--- src/rtl/bu_sched.sv ---
// Sequencer for the 4-butterfly polynomial processor: NTT, INVNTT, MULT, ADDSUB.
// Latency: NTT/INVNTT 7*(32+PIPE_LAT)+1 cycles start-to-done, MULT/ADDSUB 132+LAT+1.
// Backpressure: none; once started it free-runs, and start is ignored until back in IDLE.
//
// Ports:
//   clk, rst                 clock, asynchronous active-high reset
//   start, mode, sub         launch pulse; operation select and add/sub, latched on start
//   busy, done               running indicator, one-cycle completion pulse
//   rd_en/rd_sel/rd_addr     data-memory read strobe, bank (0 = A, 1 = B) and word address
//   coef_addr                twiddle ROM address
//   wr_en/wr_addr            write strobe and word address for the processor result
//   bu_*                     processor control: op_mode, stage, type, pre_load, load
//   perf_cycles              busy-cycle counter (only with BU_SCHED_PERF_EN defined)
//
// Optional feature macro: BU_SCHED_PERF_EN.
module bu_sched #(
    parameter int WORDS    = 32,
    parameter int RD_LAT   = 1,
    parameter int PIPE_LAT = 6,
    parameter int MULT_LAT = 9,
    parameter int ADD_LAT  = 2
) (
    input  logic       clk,
    input  logic       rst,
    input  logic       start,
    input  logic [1:0] mode,
    input  logic       sub,
    output logic       busy,
    output logic       done,
    output logic       rd_en,
    output logic       rd_sel,
    output logic [4:0] rd_addr,
    output logic [7:0] coef_addr,
    output logic       wr_en,
    output logic [4:0] wr_addr,
    output logic [1:0] bu_op_mode,
    output logic [2:0] bu_stage,
    output logic       bu_type,
    output logic       bu_pre_load,
    output logic       bu_load
`ifdef BU_SCHED_PERF_EN
    ,
    output logic [15:0] perf_cycles
`endif
);

    // This revision only supports single-cycle memories and a 32-word polynomial.
    if (RD_LAT != 1 || WORDS != 32) begin : g_param_chk
        $error("bu_sched: unsupported RD_LAT/WORDS");
    end

    typedef enum logic [1:0] {IDLE, RUN, DRAIN, FIN} state_t;

    localparam logic [1:0] M_NTT  = 2'd0;
    localparam logic [1:0] M_INTT = 2'd1;
    localparam logic [1:0] M_MULT = 2'd2;
    localparam logic [1:0] M_ADD  = 2'd3;

    localparam int DL0 = (PIPE_LAT > MULT_LAT) ? PIPE_LAT : MULT_LAT;
    localparam int DL  = (DL0 > ADD_LAT) ? DL0 : ADD_LAT;

    localparam logic [7:0] WORD_LAST = 8'(WORDS - 1);
    localparam logic [7:0] SLOT_LAST = 8'(4 * (WORDS + 1) - 1);
    localparam logic [5:0] SLOT_RD   = 6'(WORDS);
    // MULT twiddles sit right after the 5*16 + 2*32 NTT twiddles.
    localparam logic [7:0] MULT_COEF = 8'd144;

    state_t            state_q, state_d;
    logic [1:0]        mode_q, mode_d;
    logic              sub_q, sub_d;
    logic [7:0]        cnt_q, cnt_d;
    logic [7:0]        dcnt_q, dcnt_d;
    logic [2:0]        stage_q, stage_d;
    logic [7:0]        coef_q, coef_d;
    logic [DL-1:0]     dl_vld_q, dl_vld_d;
    logic [DL-1:0][4:0] dl_addr_q, dl_addr_d;

    logic       paired;
    logic [2:0] ins_pos;
    logic [4:0] ntt_addr;
    logic [5:0] slot, slot_m1;
    logic [1:0] c;
    logic       issue_vld;
    logic [4:0] issue_addr;
    logic [7:0] drain_last;

    // Place bit t at position b of a 5-bit address built from the 4-bit pair index p.
    function automatic logic [4:0] ins_bit(input logic [3:0] p, input logic [2:0] b,
                                           input logic t);
        logic [4:0] r;
        case (b)
            3'd0:    r = {p, t};
            3'd1:    r = {p[3:1], t, p[0]};
            3'd2:    r = {p[3:2], t, p[1:0]};
            3'd3:    r = {p[3], t, p[2:0]};
            default: r = {t, p};
        endcase
        return r;
    endfunction

    assign slot    = cnt_q[7:2];
    assign c       = cnt_q[1:0];
    assign slot_m1 = slot - 6'd1;

    // Stride selection: NTT halves the stride each stage, INVNTT doubles it.
    always_comb begin
        paired  = 1'b0;
        ins_pos = 3'd0;
        if (mode_q == M_NTT && stage_q <= 3'd4) begin
            paired  = 1'b1;
            ins_pos = 3'd4 - stage_q;
        end else if (mode_q == M_INTT && stage_q >= 3'd1 && stage_q <= 3'd5) begin
            paired  = 1'b1;
            ins_pos = stage_q - 3'd1;
        end
        ntt_addr = paired ? ins_bit(cnt_q[4:1], ins_pos, cnt_q[0]) : cnt_q[4:0];
    end

    // Result latency of the selected operation sets both the write tap and the drain length.
    always_comb begin
        case (mode_q)
            M_MULT: begin
                wr_en      = dl_vld_q[MULT_LAT-1];
                wr_addr    = dl_addr_q[MULT_LAT-1];
                drain_last = 8'(MULT_LAT - 1);
            end
            M_ADD: begin
                wr_en      = dl_vld_q[ADD_LAT-1];
                wr_addr    = dl_addr_q[ADD_LAT-1];
                drain_last = 8'(ADD_LAT - 1);
            end
            default: begin
                wr_en      = dl_vld_q[PIPE_LAT-1];
                wr_addr    = dl_addr_q[PIPE_LAT-1];
                drain_last = 8'(PIPE_LAT - 1);
            end
        endcase
    end

    // Output decode.
    always_comb begin
        busy        = (state_q == RUN) || (state_q == DRAIN);
        done        = (state_q == FIN);
        rd_en       = 1'b0;
        rd_sel      = 1'b0;
        rd_addr     = 5'd0;
        coef_addr   = coef_q;
        bu_op_mode  = mode_q;
        bu_stage    = 3'd0;
        bu_type     = 1'b0;
        bu_pre_load = 1'b0;
        bu_load     = 1'b0;
        issue_vld   = 1'b0;
        issue_addr  = 5'd0;
        if (busy && mode_q == M_ADD) begin
            bu_type = sub_q;
        end
        if (state_q == RUN) begin
            if (!mode_q[1]) begin
                rd_en      = 1'b1;
                rd_addr    = ntt_addr;
                bu_stage   = stage_q;
                bu_type    = paired & cnt_q[0];
                issue_vld  = 1'b1;
                issue_addr = ntt_addr;
            end else begin
                // Slot i fetches word i while the processor works on word i-1.
                if (slot < SLOT_RD) begin
                    case (c)
                        2'd0: begin
                            rd_en   = 1'b1;
                            rd_addr = slot[4:0];
                        end
                        2'd1: bu_pre_load = 1'b1;
                        2'd2: begin
                            rd_en   = 1'b1;
                            rd_sel  = 1'b1;
                            rd_addr = slot[4:0];
                        end
                        default: bu_load = 1'b1;
                    endcase
                end
                if (slot != 6'd0) begin
                    coef_addr  = MULT_COEF + {3'b000, slot_m1[5:1]};
                    issue_addr = slot_m1[4:0];
                    if (mode_q == M_MULT) begin
                        bu_stage  = {1'b0, c};
                        issue_vld = (c == 2'd3);
                    end else begin
                        bu_stage  = (c == 2'd0) ? 3'd0 : 3'd1;
                        issue_vld = (c == 2'd1);
                    end
                end
            end
        end
    end

    // Next-state logic.
    always_comb begin
        state_d   = state_q;
        mode_d    = mode_q;
        sub_d     = sub_q;
        cnt_d     = cnt_q;
        dcnt_d    = dcnt_q;
        stage_d   = stage_q;
        coef_d    = coef_q;
        dl_vld_d  = {dl_vld_q[DL-2:0], issue_vld};
        dl_addr_d = {dl_addr_q[DL-2:0], issue_addr};
        case (state_q)
            IDLE: begin
                if (start) begin
                    state_d  = RUN;
                    mode_d   = mode;
                    sub_d    = sub;
                    cnt_d    = 8'd0;
                    dcnt_d   = 8'd0;
                    stage_d  = 3'd0;
                    coef_d   = 8'd0;
                    // Flush leftovers of the previous operation beyond its own tap.
                    dl_vld_d = '0;
                end
            end
            RUN: begin
                if (!mode_q[1]) begin
                    if (!paired || cnt_q[0]) begin
                        coef_d = coef_q + 8'd1;
                    end
                    if (cnt_q == WORD_LAST) begin
                        state_d = DRAIN;
                        cnt_d   = 8'd0;
                        dcnt_d  = 8'd0;
                    end else begin
                        cnt_d = cnt_q + 8'd1;
                    end
                end else begin
                    if (cnt_q == SLOT_LAST) begin
                        state_d = DRAIN;
                        cnt_d   = 8'd0;
                        dcnt_d  = 8'd0;
                    end else begin
                        cnt_d = cnt_q + 8'd1;
                    end
                end
            end
            DRAIN: begin
                if (dcnt_q == drain_last) begin
                    dcnt_d = 8'd0;
                    if (!mode_q[1] && stage_q != 3'd6) begin
                        stage_d = stage_q + 3'd1;
                        state_d = RUN;
                    end else begin
                        state_d = FIN;
                    end
                end else begin
                    dcnt_d = dcnt_q + 8'd1;
                end
            end
            default: state_d = IDLE;
        endcase
    end

    always_ff @(posedge clk or posedge rst) begin
        if (rst) begin
            state_q   <= IDLE;
            mode_q    <= 2'd0;
            sub_q     <= 1'b0;
            cnt_q     <= 8'd0;
            dcnt_q    <= 8'd0;
            stage_q   <= 3'd0;
            coef_q    <= 8'd0;
            dl_vld_q  <= '0;
            dl_addr_q <= '0;
        end else begin
            state_q   <= state_d;
            mode_q    <= mode_d;
            sub_q     <= sub_d;
            cnt_q     <= cnt_d;
            dcnt_q    <= dcnt_d;
            stage_q   <= stage_d;
            coef_q    <= coef_d;
            dl_vld_q  <= dl_vld_d;
            dl_addr_q <= dl_addr_d;
        end
    end

`ifdef BU_SCHED_PERF_EN
    logic [15:0] perf_q, perf_d;

    always_comb begin
        perf_d = perf_q;
        if (state_q == IDLE && start) begin
            perf_d = 16'd0;
        end else if (busy) begin
            perf_d = perf_q + 16'd1;
        end
    end

    always_ff @(posedge clk or posedge rst) begin
        if (rst) begin
            perf_q <= 16'd0;
        end else begin
            perf_q <= perf_d;
        end
    end

    assign perf_cycles = perf_q;
`endif

endmodule

--- config.mk ---
export PLATFORM = sky130hd
export DESIGN_NAME = bu_sched
export DESIGN_NICKNAME = d
export VERILOG_FILES = /design/src/rtl/bu_sched.sv
export SDC_FILE = /design/constraint.sdc
export NUM_CORES = 1
export LEC_CHECK = 0
export BUFFER_PORTS_ARGS = -buffer_cell sky130_fd_sc_hd__buf_2
export CORE_ASPECT_RATIO = 0.75
export CORE_MARGIN = 4
export CORE_UTILIZATION = 60
export CTS_BUF_LIST = sky130_fd_sc_hd__clkbuf_8
export DETAILED_ROUTE_END_ITERATION = 12
export GPL_TIMING_DRIVEN = 0
export PLACE_DENSITY = 0.89
export SYNTH_ARGS = -nofsm -noshare
export SYNTH_HDL_FRONTEND = slang
export SYNTH_SLANG_ARGS = --single-unit
export TNS_END_PERCENT = 10
--- constraint.sdc ---
create_clock -name clk -period 6 [get_ports clk]
set_input_delay 0.9 -clock clk [delete_from_list [all_inputs] [get_ports clk]]
set_output_delay 0.9 -clock clk [all_outputs]
set_load 0.03 [all_outputs]
## Word level (Yosys, flattened, before mapping)

Index checks and enable logic that the tools add are counted.
W data, S select, Z words.

| word-level totals | value |
|---|---|
| bits in latches | 0 |
| memories | 0 |
| input bits | 6 |
| register bits | 86 |
| output and inout port bits | 31 |
| bits in read-only memories | 0 |
| bits in writable memories | 0 |
| word-level logic and storage cells | 151 |

| operators by class | value |
|---|---|
| reduce and logical (&&, ||, !) cells | 25 |
| muxes and demuxes | 73 |
| equal/unequal tests | 23 |
| multipliers | 0 |
| shift-type cells | 0 |
| divide/modulo/power cells | 0 |
| add/subtract/negate cells | 8 |
| $lt $le $gt $ge | 4 |
| bitwise logic cells | 1 |

Operators by type and width:

| kind | count |
|---|---|
| $mux W8 | 13 |
| $mux W5 | 8 |
| $pmux W8 S2 | 2 |
| $mux W1 | 26 |
| $add A8 B1 Y8 const B | 3 |
| $pmux W8 S3 | 1 |
| $mux W3 | 7 |
| $pmux W5 S4 | 1 |
| $mux W9 | 2 |
| $mux W2 | 8 |
| $reduce_and A4 Y1 | 4 |
| $eq A2 B2 Y1 const B | 6 |
| $pmux W5 S2 | 1 |
| $add A8 B5 Y8 const A | 1 |
| $eq A8 B5 Y1 const B | 1 |
| $eq A8 B8 Y1 | 1 |
| $eq A8 B8 Y1 const B | 1 |
| $pmux W4 S2 | 1 |
| $eq A2 B1 Y1 const B | 3 |
| $eq A3 B2 Y1 const B | 2 |
| $le A3 B3 Y1 const B | 2 |
| $logic_not A2 Y1 | 3 |
| $lt A6 B6 Y1 const B | 1 |
| $ne A2 B1 Y1 const B | 3 |
| other kinds (23) | 33 |

## Longest topological paths before layout

| logic depth | value |
|---|---|
| word-level depth | 10 |
| depth in mapped cells | 10 |
| mapped depth without buffers | 8 |

## Least setup slack after synthesis

No wires, ideal clock.

| path | value |
|---|---|
| path type | register to output |
| from | register state_q[1] |
| to | output port rd_addr[3] |
| path buffers | 1 |
| setup slack | 2.510 ns |
| cell stages (with the launch flop) | 8 |
| arrival | 2.590 ns |
| required time | 5.100 ns |
| cells stage by stage | dfrtp_1 -> inv_1 -> ha_1 -> clkbuf_1 -> inv_1 -> a21oi_1 -> o21ai_0 -> nor3_1 |

| on the way | value |
|---|---|
| cells in the longest elaborated chain, start to end | 2 |

RTL lines:

| what | RTL line | text |
|---|---|---|
| start, declared | 68 | `state_t state_q, state_d;` |
| start signal, assigned | 274 | `state_q <= state_d;` |
| $eq A2 B1 Y1 | 158 | `if (state_q == RUN) begin` |
| $mux W5 | 158 |  |
| end, declared | 32 | `output logic [4:0] rd_addr,` |

Every way passes these cells.

## Final worst setup path

| path | value |
|---|---|
| from | register stage_q[0] |
| to | output port rd_addr[2] |

| on the way | value |
|---|---|
| cells in the longest elaborated chain, start to end | 10 |
| elaborated cells on any way between the ends | 20 |
| classes of those cells | 2 x add/sub; 3 x order compare; 3 x eq/ne; 8 x mux; 4 x reduce/logical |

RTL lines:

| what | RTL line | text |
|---|---|---|
| start, declared | 73 | `logic [2:0] stage_q, stage_d;` |
| start signal, assigned | 279 | `stage_q <= stage_d;` |
| $ge A3 B1 Y1 | 112 | `end else if (mode_q == M_INTT && stage_q >= 3'd1 && stage_q <= 3'd5) begin` |
| $logic_and A1 B1 Y1 (2 in a row) | 112 |  |
| $mux W3 | 112 |  |
| $mux W3 | 109 | `if (mode_q == M_NTT && stage_q <= 3'd4) begin` |
| $eq A3 B2 Y1 (tied with other cells) | 91 | `case (b)` |
| $pmux W5 S4 | 91 |  |
| $mux W5 (*) | 116 | `ntt_addr = paired ? ins_bit(cnt_q[4:1], ins_pos, cnt_q[0]) : cnt_q[4:0];` |
| $mux W5 (*) | 159 | `if (!mode_q[1]) begin` |
| $mux W5 (*) | 158 |  |

Mark *: on every way between the ends. The rest lies on a longest branch, timed or not.

==> metrics <==
status complete, no violations; Vias 3730; Max Transition Viols Final 0; per-cell via count in the routed design 6.27; row count 26; register-to-register setup slack 2.91 ns; sort of element at the end of the critical path primary output; ratio of final minimum period to clock period 0.679; total clock buffers created by CTS 9; Mean Syn Cell Area 10.1 um^2; source of the worst register-to-register timing path stage_q[0]; worst clock skew on the final layout 0.00881 ns; initial core utilization 0.637; buffers added on ports 36; maximum count of clock buffers along a single path 2; Die Footprint 0.00891 mm^2; Gates resized, CTS repair 0; Routed Antenna Nets 0; post-layout net count 517; Clock Sinks 86; Final Hold Viols 0; logic depth of the worst register-to-register path 10; first-pass iteration count of the detailed router 5; worst slew margin relative to its limit 0.509; number of enable flip-flop cells after synthesis 0; antenna violations before repair 0; antenna fix cells 0; part of the Yosys area used for sequential elements 0.481; Worst Setup Path Type flop to primary output; setup repair after global routing missed its margin no; crit path DAT 3.18 ns; Synth Register Bits 86; average routed wire per standard cell 19.0 um; Die Height 82.8 um; standard cell area after detailed placement 0.00481 mm^2; Static Leak 2.37 nW; Post-Syn Area 0.00447 mm^2; worst hold start dl_addr_d[42]; GRT overflow 0; maximum level of the CTS H-tree 3; cell area power density 480 mW/mm^2; end point of the most critical hold path dl_addr_q[42]; HPWL after DPL 8280 um; first-pass GRT wire length 18700 um; clock-pin slew of the registers on the worst-case setup and hold paths 0.09 ns; Post-synth top flop sky130_fd_sc_hd__dfrtp_1; number of global-route vias before repair 3598; Final Instance Area 0.00499 mm^2; YS warnings 0; fin crit period 4.08 ns; critical-path maximum fanout 10; chip width 108 um; Hold Buf Count CTS 0; cell total after placement 579; launching element type of the critical path flop; sum of internal, switching and leakage power 2.40 mW; async set-or-reset flop fraction in the synthesized netlist 1.00; worst slew pin tran 0.736 ns; Syn-to-layout area delta 11.7%; final-report setup violation count 0; syn_nets 469; Setup TNS Final 0 ns; total DRC errors in the routed layout 0; total global-route track usage 0.277; Worst Path Required 5.10 ns; Post-Place Worst Slack 2.43 ns; cell count of the worst hold path 0; clock tree from TritonCTS done; Reg2Reg Capture Point coef_q[0]; count of mapped cells out of synthesis 444; highest ir drop seen on vdd 0.363 mV; routability congestion estimate 0.955; buffers inserted by post-CTS timing repair 0; Skew-Pair Late Insertion Delay 0.37 ns; starting DRC count in detailed routing 499; post-route setup slack 1.92 ns; achievable clock frequency 0.245 GHz; fraction of final layout cells with drive strength greater than 1 0.159; post-detailed-routing wire length 11300 um; final cell count without fillers 595; max-cap violation count 0; post-synthesis cell type count 61; core region area 0.00703 mm^2; pin count of the biggest net entering global routing 58; clock root buffer master sky130_fd_sc_hd__clkbuf_8; I/O pin count 37; path type of the worst min-delay path flop to flop
==> synth_stat cells, types with 9 or more instances <==
library cell	count	area [um^2]
sky130_fd_sc_hd__a21oi_1	17	85.1
sky130_fd_sc_hd__and2_1	12	75.1
sky130_fd_sc_hd__clkbuf_1	14	52.6
sky130_fd_sc_hd__dfrtp_1	86	2150
sky130_fd_sc_hd__ha_1	19	238
sky130_fd_sc_hd__inv_1	18	67.6
sky130_fd_sc_hd__mux2i_1	13	130
sky130_fd_sc_hd__nand2_1	34	128
sky130_fd_sc_hd__nand2b_1	9	56.3
sky130_fd_sc_hd__nand3_1	13	65.1
sky130_fd_sc_hd__nor2_1	27	101
sky130_fd_sc_hd__nor2b_1	11	68.8
sky130_fd_sc_hd__o211ai_1	10	75.1
sky130_fd_sc_hd__o21ai_0	25	125
==> where the power goes <==
part           switching (mW)  internal, mW  total (mW)  leakage (nW)
Combinational           0.786         0.363        1.15          1.11
Sequential              0.110         0.745       0.855          1.17
Clock                   0.234         0.160       0.394        0.0943
Total                    1.13          1.27        2.40          2.37
==> worst max-delay path, cell delays in order, from the launching register on <==
cell                        delay (ns)
sky130_fd_sc_hd__dfrtp_1          0.38
sky130_fd_sc_hd__buf_2            0.23
sky130_fd_sc_hd__inv_1            0.18
sky130_fd_sc_hd__ha_1             0.31
sky130_fd_sc_hd__buf_1            0.36
sky130_fd_sc_hd__inv_1            0.22
sky130_fd_sc_hd__o2111ai_1        0.29
sky130_fd_sc_hd__a21boi_0         0.30
sky130_fd_sc_hd__o211ai_1         0.20
sky130_fd_sc_hd__o211a_1          0.16
sky130_fd_sc_hd__buf_2            0.18
==> worst max path at each step <==
stage,start,endpoint
global route,stage_q[0],rd_addr[0]
floorplan,state_q[1],rd_addr[3]
CTS,stage_q[0],rd_addr[2]
detailed placement,stage_q[0],rd_addr[2]
global placement,rst,coef_q[5]
finish,stage_q[0],rd_addr[2]
==> cells by family after synthesis <==
family | after synthesis | synth area share
and+or+nand+nor | 160 | 0.197
AOI/OAI and AO/OA | 114 | 0.179
DFF | 86 | 0.481
buffers and inverters | 41 | 0.0375
adders and majority gates | 19 | 0.0531
muxes | 17 | 0.0392
xor gates and xnor gates | 7 | 0.0137
==> metal layers <==
layer,GRT usage,up-vias,wire length (um)
li1,-,1702,-
met1,0.392,1807,5010
met2,0.422,197,5030
met3,0.0750,24,1050
met4,0.0832,0,191
met5,0,-,0
==> layout make-up <==
class	count	area, um^2
buffer	23	100
clock buffer	9	124
clock inverter	7	65.1
fill	556	2030
inverter	18	70.1
multi-input combinational	317	2150
sequential	86	2150
tap	98	123
timing repair buffer	37	208
==> metrics by stage <==
stage | util | hold WS, ns
2_1_floorplan | - | 0.331
3_3_place_gp | 0.680 | 0.332
3_5_place_dp | 0.684 | 0.336
4_1_cts | 0.711 | 0.356
5_1_grt | 0.711 | 0.361
6_report | 0.711 | 0.353
==> layout by cell type (no fill, tap or decap), types with 5 or more instances in the layout <==
master,count
sky130_fd_sc_hd__dfrtp_1,86
sky130_fd_sc_hd__buf_2,41
sky130_fd_sc_hd__nand2_1,34
sky130_fd_sc_hd__nor2_1,27
sky130_fd_sc_hd__o21ai_0,25
sky130_fd_sc_hd__ha_1,19
sky130_fd_sc_hd__inv_1,17
sky130_fd_sc_hd__a21oi_1,17
sky130_fd_sc_hd__clkbuf_1,14
sky130_fd_sc_hd__nand3_1,13
sky130_fd_sc_hd__mux2i_1,13
sky130_fd_sc_hd__and2_1,12
sky130_fd_sc_hd__nor2b_1,11
sky130_fd_sc_hd__o211ai_1,10
sky130_fd_sc_hd__nand2b_1,9
sky130_fd_sc_hd__clkbuf_8,9
sky130_fd_sc_hd__nor3_1,8
sky130_fd_sc_hd__o31ai_1,7
sky130_fd_sc_hd__nand4_1,7
sky130_fd_sc_hd__a22o_1,7
sky130_fd_sc_hd__nor4_1,6
sky130_fd_sc_hd__or2_2,6
sky130_fd_sc_hd__nor3b_1,6
sky130_fd_sc_hd__o21a_1,5
sky130_fd_sc_hd__or4_1,5
sky130_fd_sc_hd__and3_1,5
==> sequential cells by signal, summed over array words and instances (netlist names) <==
signal and count:
sub_q 1, coef_q 8, cnt_q 8, stage_q 3
dl_addr_d 40, bu_op_mode 2, state_q 2, dl_vld_q 9
dl_addr_q 5, dcnt_q 8
No activity file was read; power rests on OpenSTA's default activity.
